[config.mk]
export PLATFORM = sky130hd
export DESIGN_NAME = micro_sequencer
export DESIGN_NICKNAME = d
export VERILOG_FILES = /design/src/rtl/micro_sequencer.sv
export SDC_FILE = /design/constraint.sdc
export NUM_CORES = 1
export LEC_CHECK = 0
export BUFFER_PORTS_ARGS = -buffer_cell sky130_fd_sc_hd__buf_2
export CORE_ASPECT_RATIO = 1.5
export CORE_MARGIN = 2
export CORE_UTILIZATION = 50
export DETAILED_ROUTE_END_ITERATION = 12
export GPL_TIMING_DRIVEN = 0
export HOLD_SLACK_MARGIN = 0.15
export PLACE_DENSITY = 0.69
export SYNTH_ARGS = -nofsm -noshare
export SYNTH_HDL_FRONTEND = slang
export SYNTH_SLANG_ARGS = --single-unit
[constraint.sdc]
create_clock -name clock -period 7.55 [get_ports clock]
set_input_delay 0 -clock clock [delete_from_list [all_inputs] [get_ports clock]]
set_output_delay 0 -clock clock [all_outputs]
set_load 0.01 [all_outputs]
[src/rtl/micro_sequencer.sv]
`timescale 1ns/1ps
`default_nettype none
// ============================================================================
// micro_sequencer : microprogram sequencer with loop counter and LIFO stack
// Revision 1.0
// ============================================================================
module micro_sequencer #(
  parameter int AW    = 12,
  parameter int DEPTH = 8
) (
  input  logic          clock,
  input  logic          reset,
  input  logic [3:0]    op,
  input  logic          cc,
  input  logic [AW-1:0] d,
  input  logic [AW-1:0] orin,
  input  logic          cin,
  output logic [AW-1:0] y,
  output logic          full,
  output logic          empty,
  output logic          cnt_zero,
  output logic          err
);

  localparam int SPW = $clog2(DEPTH) + 1;
  localparam int IW  = SPW - 1;

  localparam logic [3:0] c_OP_JZ   = 4'd0;
  localparam logic [3:0] c_OP_CJS  = 4'd1;
  localparam logic [3:0] c_OP_JMAP = 4'd2;
  localparam logic [3:0] c_OP_CJP  = 4'd3;
  localparam logic [3:0] c_OP_PUSH = 4'd4;
  localparam logic [3:0] c_OP_RFCT = 4'd5;
  localparam logic [3:0] c_OP_CRTN = 4'd6;
  localparam logic [3:0] c_OP_LDCT = 4'd7;

  localparam logic [SPW-1:0] c_SP_FULL = SPW'(DEPTH);
  localparam logic [SPW-1:0] c_SP_ONE  = SPW'(1);
  localparam logic [IW-1:0]  c_IDX_ONE = IW'(1);
  localparam logic [AW-1:0]  c_CNT_ONE = AW'(1);

  logic [AW-1:0]  r_upc;
  logic [AW-1:0]  r_cnt;
  logic [SPW-1:0] r_sp;
  logic           r_err;
  logic [AW-1:0]  r_stack [DEPTH];

  logic [AW-1:0]  w_base;
  logic [AW-1:0]  w_top;
  logic [AW-1:0]  w_y;
  logic [IW-1:0]  w_rd_idx;
  logic           w_full;
  logic           w_empty;
  logic           w_push_req;
  logic           w_pop_req;
  logic           w_push_ok;
  logic           w_pop_ok;
  logic           w_fault;
  logic           w_load;
  logic           w_dec;
  logic           w_clr;

  assign w_full  = (r_sp == c_SP_FULL);
  assign w_empty = (r_sp == '0);

  // Low index bits minus one also lands on DEPTH-1 when sp==DEPTH.
  assign w_rd_idx = r_sp[IW-1:0] - c_IDX_ONE;
  assign w_top    = w_empty ? '0 : r_stack[w_rd_idx];

  always_comb begin
    w_base     = r_upc;
    w_push_req = 1'b0;
    w_pop_req  = 1'b0;
    w_load     = 1'b0;
    w_dec      = 1'b0;
    w_clr      = 1'b0;
    case (op)
      c_OP_JZ: begin
        w_base = '0;
        w_clr  = 1'b1;
      end
      c_OP_CJS: begin
        if (cc) begin
          w_base     = d;
          w_push_req = 1'b1;
        end
      end
      c_OP_JMAP: w_base = d;
      c_OP_CJP: begin
        if (cc) w_base = d;
      end
      c_OP_PUSH: begin
        w_push_req = 1'b1;
        w_load     = cc;
      end
      c_OP_RFCT: begin
        if (r_cnt != '0) begin
          w_base = w_top;
          w_dec  = 1'b1;
        end else begin
          w_pop_req = 1'b1;
        end
      end
      c_OP_CRTN: begin
        if (cc) begin
          w_base    = w_top;
          w_pop_req = 1'b1;
        end
      end
      c_OP_LDCT: w_load = 1'b1;
      default: ;
    endcase
  end

  assign w_push_ok = w_push_req & ~w_full;
  assign w_pop_ok  = w_pop_req & ~w_empty;
  assign w_fault   = (w_push_req & w_full) | (w_pop_req & w_empty);

  // y is forced to zero for the whole time reset is held.
  assign w_y = reset ? '0 : (w_base | orin);

  always_ff @(posedge clock or posedge reset) begin
    if (reset) begin
      r_upc <= '0;
      r_cnt <= '0;
      r_sp  <= '0;
      r_err <= 1'b0;
    end else begin
      r_upc <= w_y + AW'(cin);

      if (w_load) begin
        r_cnt <= d;
      end else if (w_dec) begin
        r_cnt <= r_cnt - c_CNT_ONE;
      end

      if (w_clr) begin
        r_sp <= '0;
      end else if (w_push_ok) begin
        r_sp <= r_sp + c_SP_ONE;
      end else if (w_pop_ok) begin
        r_sp <= r_sp - c_SP_ONE;
      end

      if (w_clr) begin
        r_err <= 1'b0;
      end else if (w_fault) begin
        r_err <= 1'b1;
      end
    end
  end

  // Stack storage carries no reset; entries above sp are never read.
  always_ff @(posedge clock) begin
    if (w_push_ok) begin
      r_stack[r_sp[IW-1:0]] <= r_upc;
    end
  end

  assign y        = w_y;
  assign full     = w_full;
  assign empty    = w_empty;
  assign cnt_zero = (r_cnt == '0);
  assign err      = r_err;

endmodule
`default_nettype wire
* Word-level counts from Yosys, hierarchy flattened
Memory sizes are Yosys's and may differ from the RTL's.
Cells that the tools add are included.
** Storage, ports and cells
- Memories :: 1
- Input port bits :: 32
- Bits in writable memories :: 96
- Output and inout port bits :: 16
- Flip-flop bits (word level) :: 29
** Cells by class
- Muxes and demuxes :: 23
- Bitwise gates (word level) :: 8
- $add $sub $neg :: 5
- Reductions and logical operators :: 8
- Eq/ne operators :: 8
** Memory list
- r_stack :: depth 8, width 12, read ports 1, clocked after Yosys merged registers in 0, wr ports 1, line 46 : logic [AW-1:0] r_stack [DEPTH];
** Operator list (count)
- two-way mux 12 bit :: 7
- one-hot mux 12 bit (5 select lines) :: 1
- == test 4 x 3 -> 1 bit (second input constant) :: 4
- adder 12 x 1 -> 12 bit :: 1
- logical NOT 12 bit :: 1
- two-way mux 4 bit :: 3
- OR 12 bit :: 1
- nonzero test 12 bit :: 1
- subtractor 12 x 1 -> 12 bit (second input constant) :: 1
- two-way mux 1 bit :: 9
- == test 4 x 2 -> 1 bit (second input constant) :: 2
- logical NOT 4 bit :: 2
- one-hot mux 1 bit (2 select lines) :: 3
- adder 4 x 1 -> 4 bit (second input constant) :: 1
- AND 1 bit :: 4
- == test 4 x 1 -> 1 bit (second input constant) :: 1
- == test 4 bit (second input constant) :: 1
- nonzero test 2 bit :: 2
- subtractor 4 x 1 -> 4 bit (second input constant) :: 1
- nonzero test 3 bit :: 1
- subtractor 3 x 1 -> 3 bit (second input constant) :: 1
- NOT 1 bit :: 2
- OR reduction 2 bit :: 1
- OR 1 bit :: 1

* Logic depth before layout (Yosys ltp)
An unclocked memory read counts as a cell.
- Word-level depth :: 8
- Depth in mapped cells :: 15

* Worst setup path before layout
Ideal clock, no wire load.
- Path kind :: reg2reg
- From :: register r_sp[0]
- To :: register r_upc[10]
- Library setup time :: 0.079 ns
- Arrival time :: 3.539 ns
- Period minus slack after synthesis :: 3.619 ns
- Setup slack :: 3.931 ns
- Path buffers :: 4
- Data required time :: 7.471 ns
- Stages on the path, launching flop included :: 16
- Cell sequence :: dfrtp_1 > clkbuf_1 > inv_1 > buf_6 > ha_1 > buf_2 > buf_2 > mux4_2 > mux2i_1 > or2_2 > a21oi_1 > ha_1 > ha_1 > nor3b_4 > nor4b_2 > xor2_1
** Between the ends
- Longest elaborated chain between the ends :: 8
- Elaborated cells between the ends (all ways) :: 10
** Ends and longest elaborated chain
- from (decl) :: line 44 : logic [SPW-1:0] r_sp;
- from (signal assigned) :: line 140 : r_sp <= r_sp + c_SP_ONE;
- from (signal assigned) :: line 142 : r_sp <= r_sp - c_SP_ONE;
- subtractor 3 x 1 -> 3 bit :: line 67 : assign w_rd_idx = r_sp[IW-1:0] - c_IDX_ONE;
- memory (8 x 12 bit)
- two-way mux 12 bit (*) :: line 68 : assign w_top = w_empty ? '0 : r_stack[w_rd_idx];
- two-way mux 12 bit (on tied branches) :: line 105, 97
- one-hot mux 12 bit (5 select lines) (*) :: line 77 : case (op)
- OR 12 bit (*) :: line 120 : assign w_y = reset ? '0 : (w_base | orin);
- two-way mux 12 bit (*) :: line 120
- named net y[0] :: line 18 : output logic [AW-1:0] y,
- adder 12 x 1 -> 12 bit (*) :: line 129 : r_upc <= w_y + AW'(cin);
- to (signal assigned) :: line 129
- to (decl) :: line 42 : logic [AW-1:0] r_upc;
Mark *: on every way through the listed nets, which the timed path passes. The rest lies on a longest branch.
A chain may end at the register's enable or synchronous reset.

* Final worst setup path
- From :: register r_sp[0]
- To :: register r_upc[10]
** Between the ends
- Longest elaborated chain between the ends :: 8
- Elaborated cells between the ends (all ways) :: 10
** Ends and longest elaborated chain (line)
- subtractor 3 x 1 -> 3 bit :: 67
- memory (8 x 12 bit)
- two-way mux 12 bit (*) :: 68
- two-way mux 12 bit (on tied branches) :: 105, 97
- one-hot mux 12 bit (5 select lines) (*) :: 77
- OR 12 bit (*) :: 120
- two-way mux 12 bit (*) :: 120
- adder 12 x 1 -> 12 bit (*) :: 129
Every way passes the cells marked *; elsewhere a longest branch is shown, timed or not.

==> flow_metrics.py <==
metrics = {
    "floorplanning": {
        "rows": 48,
        "die_y_um": 136.3,
        "initial_core_util": 0.5085,
        "coreArea_um2": 11470,
        "ioPinCount": 48,
        "die_w_um": 92.19,
        "dieArea_um2": 12560,
    },
    "timing": {
        "drv_slew": 0,
        "fin_skew_ps": 12.20,
        "worst_pin_slew_ps": 1278,
        "fin_tns_setup_ps": 0,
        "rsz0062_at_grt": "no",
        "slew_headroom": 0.1448,
        "hold_viol_final": 0,
        "fin_crit_sh": 0.5694,
        "timing.fmax_mhz": 232.6,
        "finalSetupViolCount": 0,
        "period_minus_slack_ps": 4299,
    },
    "final_layout": {
        "num_antenna_cells": 0,
        "drive_gt1_frac": 0.2738,
        "syn_to_final_growth_pct": 23.23,
        "fin_nets": 531,
        "finalNonFillerCells": 654,
    },
    "place": {
        "dp_cells": 594,
        "dpl.hpwl_mm": 9.241,
        "io_buffers": 46,
        "gp_congestion": 0.9160,
    },
    "synth": {
        "synth.most_common_cell": "edfxtp_1",
        "ys_seq_elements": 125,
        "synth_ff_type": "edfxtp_1",
        "synth_area_leader_cell": "edfxtp_1",
        "syn_inst": 393,
        "async_reset_ff_frac": 0.2320,
        "synth_common_cells": "edfxtp_1 (96), dfrtp_1 (29), nand2_1 (24)",
        "seq_area_frac_synth": 0.6186,
        "yosysTopAreaCellShare": 0.4942,
        "yosys-top-cells-area": "edfxtp_1 (49%), dfrtp_1 (12%), mux4_2 (8.1%), mux2i_1 (1.9%), a21oi_1 (1.5%)",
        "synth-edff-count": 96,
        "syn_area_um2": 5833,
        "synth_cell_types": 65,
        "synth_warnings": 0,
        "synth.avg_cell_area_um2": 14.84,
        "syn_nets": 433,
    },
    "detailed_routing": {
        "drc": 0,
        "num_vias": 3817,
        "wl_per_cell_um": 20.46,
        "firstDrtPassIters": 5,
        "routed_wl_mm": 13.38,
        "final_antenna_net_count": 0,
        "viasPerCell": 5.836,
        "drt_iter0_markers": 264,
    },
    "clock_tree": {
        "post_cts_buffers": 0,
        "root_buffer": "clkbuf_16",
        "clk_pin_slew_ps": 50,
        "worstSkewPairLatency_ps": 410,
        "cts_buffers": 17,
        "clockBufferDepth": 2,
        "cts_tree": "yes",
        "clock-sinks": 125,
        "htreeDepth": 4,
        "ctsResizeCount": 0,
    },
    "outcome": {
        "status": "complete, no violations",
    },
    "global_route": {
        "grt_max_degree": 33,
        "grt_usage": 0.2272,
        "grt_pass1_vias": 3978,
        "globalRoute.totalOverflow": 0,
        "grt_pass1_wl_mm": 20.84,
        "antenna_found_initial": 0,
    },
    "power_and_ir_drop": {
        "peakVddDrop_v": 0.0002287,
        "p_per_area_nw_per_um2": 342.7,
        "p_leak_uw": 0.002676,
    },
    "critical_path": {
        "endpoint_kind": "register",
        "cpMostUsedCell": "ha_1",
        "critical_path_class": "register to register",
        "path_max_fanout": 12,
        "worst_ep_required_time_ps": 7880,
        "slowest_delay_ps": 450,
        "critPathLaunch": "r_sp[0]$_DFFE_PP0P_",
        "crit_chain": "clkbuf_1, inv_1, buf_6, ha_1, buf_2, buf_2, mux4_2, mux2i_1, or2_2, a21oi_1, ha_1, ha_1, nor3b_4, nor4b_2, xor2_1",
        "cp.arrival_ps": 4630,
        "regToRegStartpoint": "r_sp[0]$_DFFE_PP0P_",
        "cp_slowest_cell": "ha_1",
        "cp-start-kind": "register",
    },
    "hold_path": {
        "min_path_type": "input port to register",
        "hold_path.startpoint": "orin[9]",
    },
    "run": {
        "max_cap_viol_count": 0,
    },
}
==> critical path, delay by kind of cell, from the launching register on <==
family / cells / cell delay, ps
compound gates: 1 / 190
xor+xnor: 1 / 170
fa+ha+maj: 3 / 890
buf+inv: 5 / 1350
flops: 1 / 320
mux: 2 / 340
simple gates: 3 / 960
==> registers in the layout, indices dropped and copies added, names as in the netlist <==
signal,flops
r_cnt,12
r_stack,96
err,1
r_upc,12
r_sp,4
==> placed cells by master (no fill, tap or decap), types with 8 or more instances in the layout <==
cell type / netlist / layout
nor2_1: 23 / 22
nand2_1: 24 / 24
dlygate4sd3_1: 0 / 27
buf_2: 4 / 50
clkbuf_16: 0 / 17
dfrtp_1: 29 / 29
o21ai_0: 18 / 18
xnor2_1: 8 / 8
inv_1: 15 / 14
mux2i_1: 11 / 11
mux4_2: 21 / 21
edfxtp_1: 96 / 96
a21oi_1: 18 / 18
nor3_1: 17 / 13
==> kinds of logic (layout without fill, tap and decap cells) <==
kind of cell               count (synthesis)  count (layout)  synth area share
DFF                                      125             125            0.6186
muxes                                     36              36            0.1154
AOI/OAI and AO/OA                         76              76           0.09310
adders and majority gates                  8               8           0.01845
and+or+nand+nor                          106             106            0.1055
buffers and inverters                     29             140           0.02617
xor gates and xnor gates                  13              13           0.02274
==> per-stage QoR <==
| stage | setup WS, ps | utilization | hold WS, ps | instance area [um2] | power [uW] |
|---|---|---|---|---|---|
| 2_1_floorplan | 3931 | - | 116.8 | 5833 | 1489 |
| 3_3_place_gp | 2915 | 0.5449 | 225.3 | 6251 | 1682 |
| 3_5_place_dp | 3197 | 0.5518 | 220.0 | 6330 | 1701 |
| 4_1_cts | 3157 | 0.6231 | 162.8 | 7148 | 2473 |
| 5_1_grt | 2893 | 0.6266 | 214.6 | 7188 | 2570 |
| 6_report | 3251 | 0.6266 | 192.8 | 7188 | 2463 |
==> layout make-up <==
class                      instances  area (um2)
multi-input combinational        239        2101
clock inverter                    13       125.1
buffer                            14       96.34
clock buffer                      19       432.9
timing repair buffer              79       580.6
fill                             832        4283
sequential                       125        3608
tap                              150       187.7
inverter                          15       56.30
==> final timing paths <==
| path | end | slack [ps] | cells past startpoint |
|---|---|---|---|
| min | r_upc[9]$_DFF_PP0_ | 190 | 5 |
| max reg2reg | r_upc[10]$_DFF_PP0_ | 3250 | 15 |
| max | r_upc[10]$_DFF_PP0_ | 3250 | 15 |
| min reg2reg | err$_DFFE_PP0P_ | 490 | 1 |
| max in group asynchronous | r_upc[9]$_DFF_PP0_ | 6850 | 4 |
| min in group asynchronous | r_upc[7]$_DFF_PP0_ | 280 | 3 |
==> report_power, final <==
part	leakage [uW]	internal, uW	total (uW)	switching (uW)
Clock	0.000263	480	761	281
Combinational	0.00118	409	837	428
Sequential	0.00124	809	866	56.6
Total	0.00268	1700	2460	766
==> layer usage <==
layer / up-vias / GRT usage / share of wire
met5: - / 0 / 0
met4: 0 / 0.1111 / 0.031
met3: 30 / 0.05599 / 0.044
met2: 163 / 0.4056 / 0.54
met1: 1884 / 0.2528 / 0.38
li1: 1740 / - / -
==> repair_timing <==
action,in CTS,in global routing
setup endpoints to repair,0,0
endpoints found under the hold margin,24,29
hold buffers,26,1
Power figures use the tool's default switching activity.
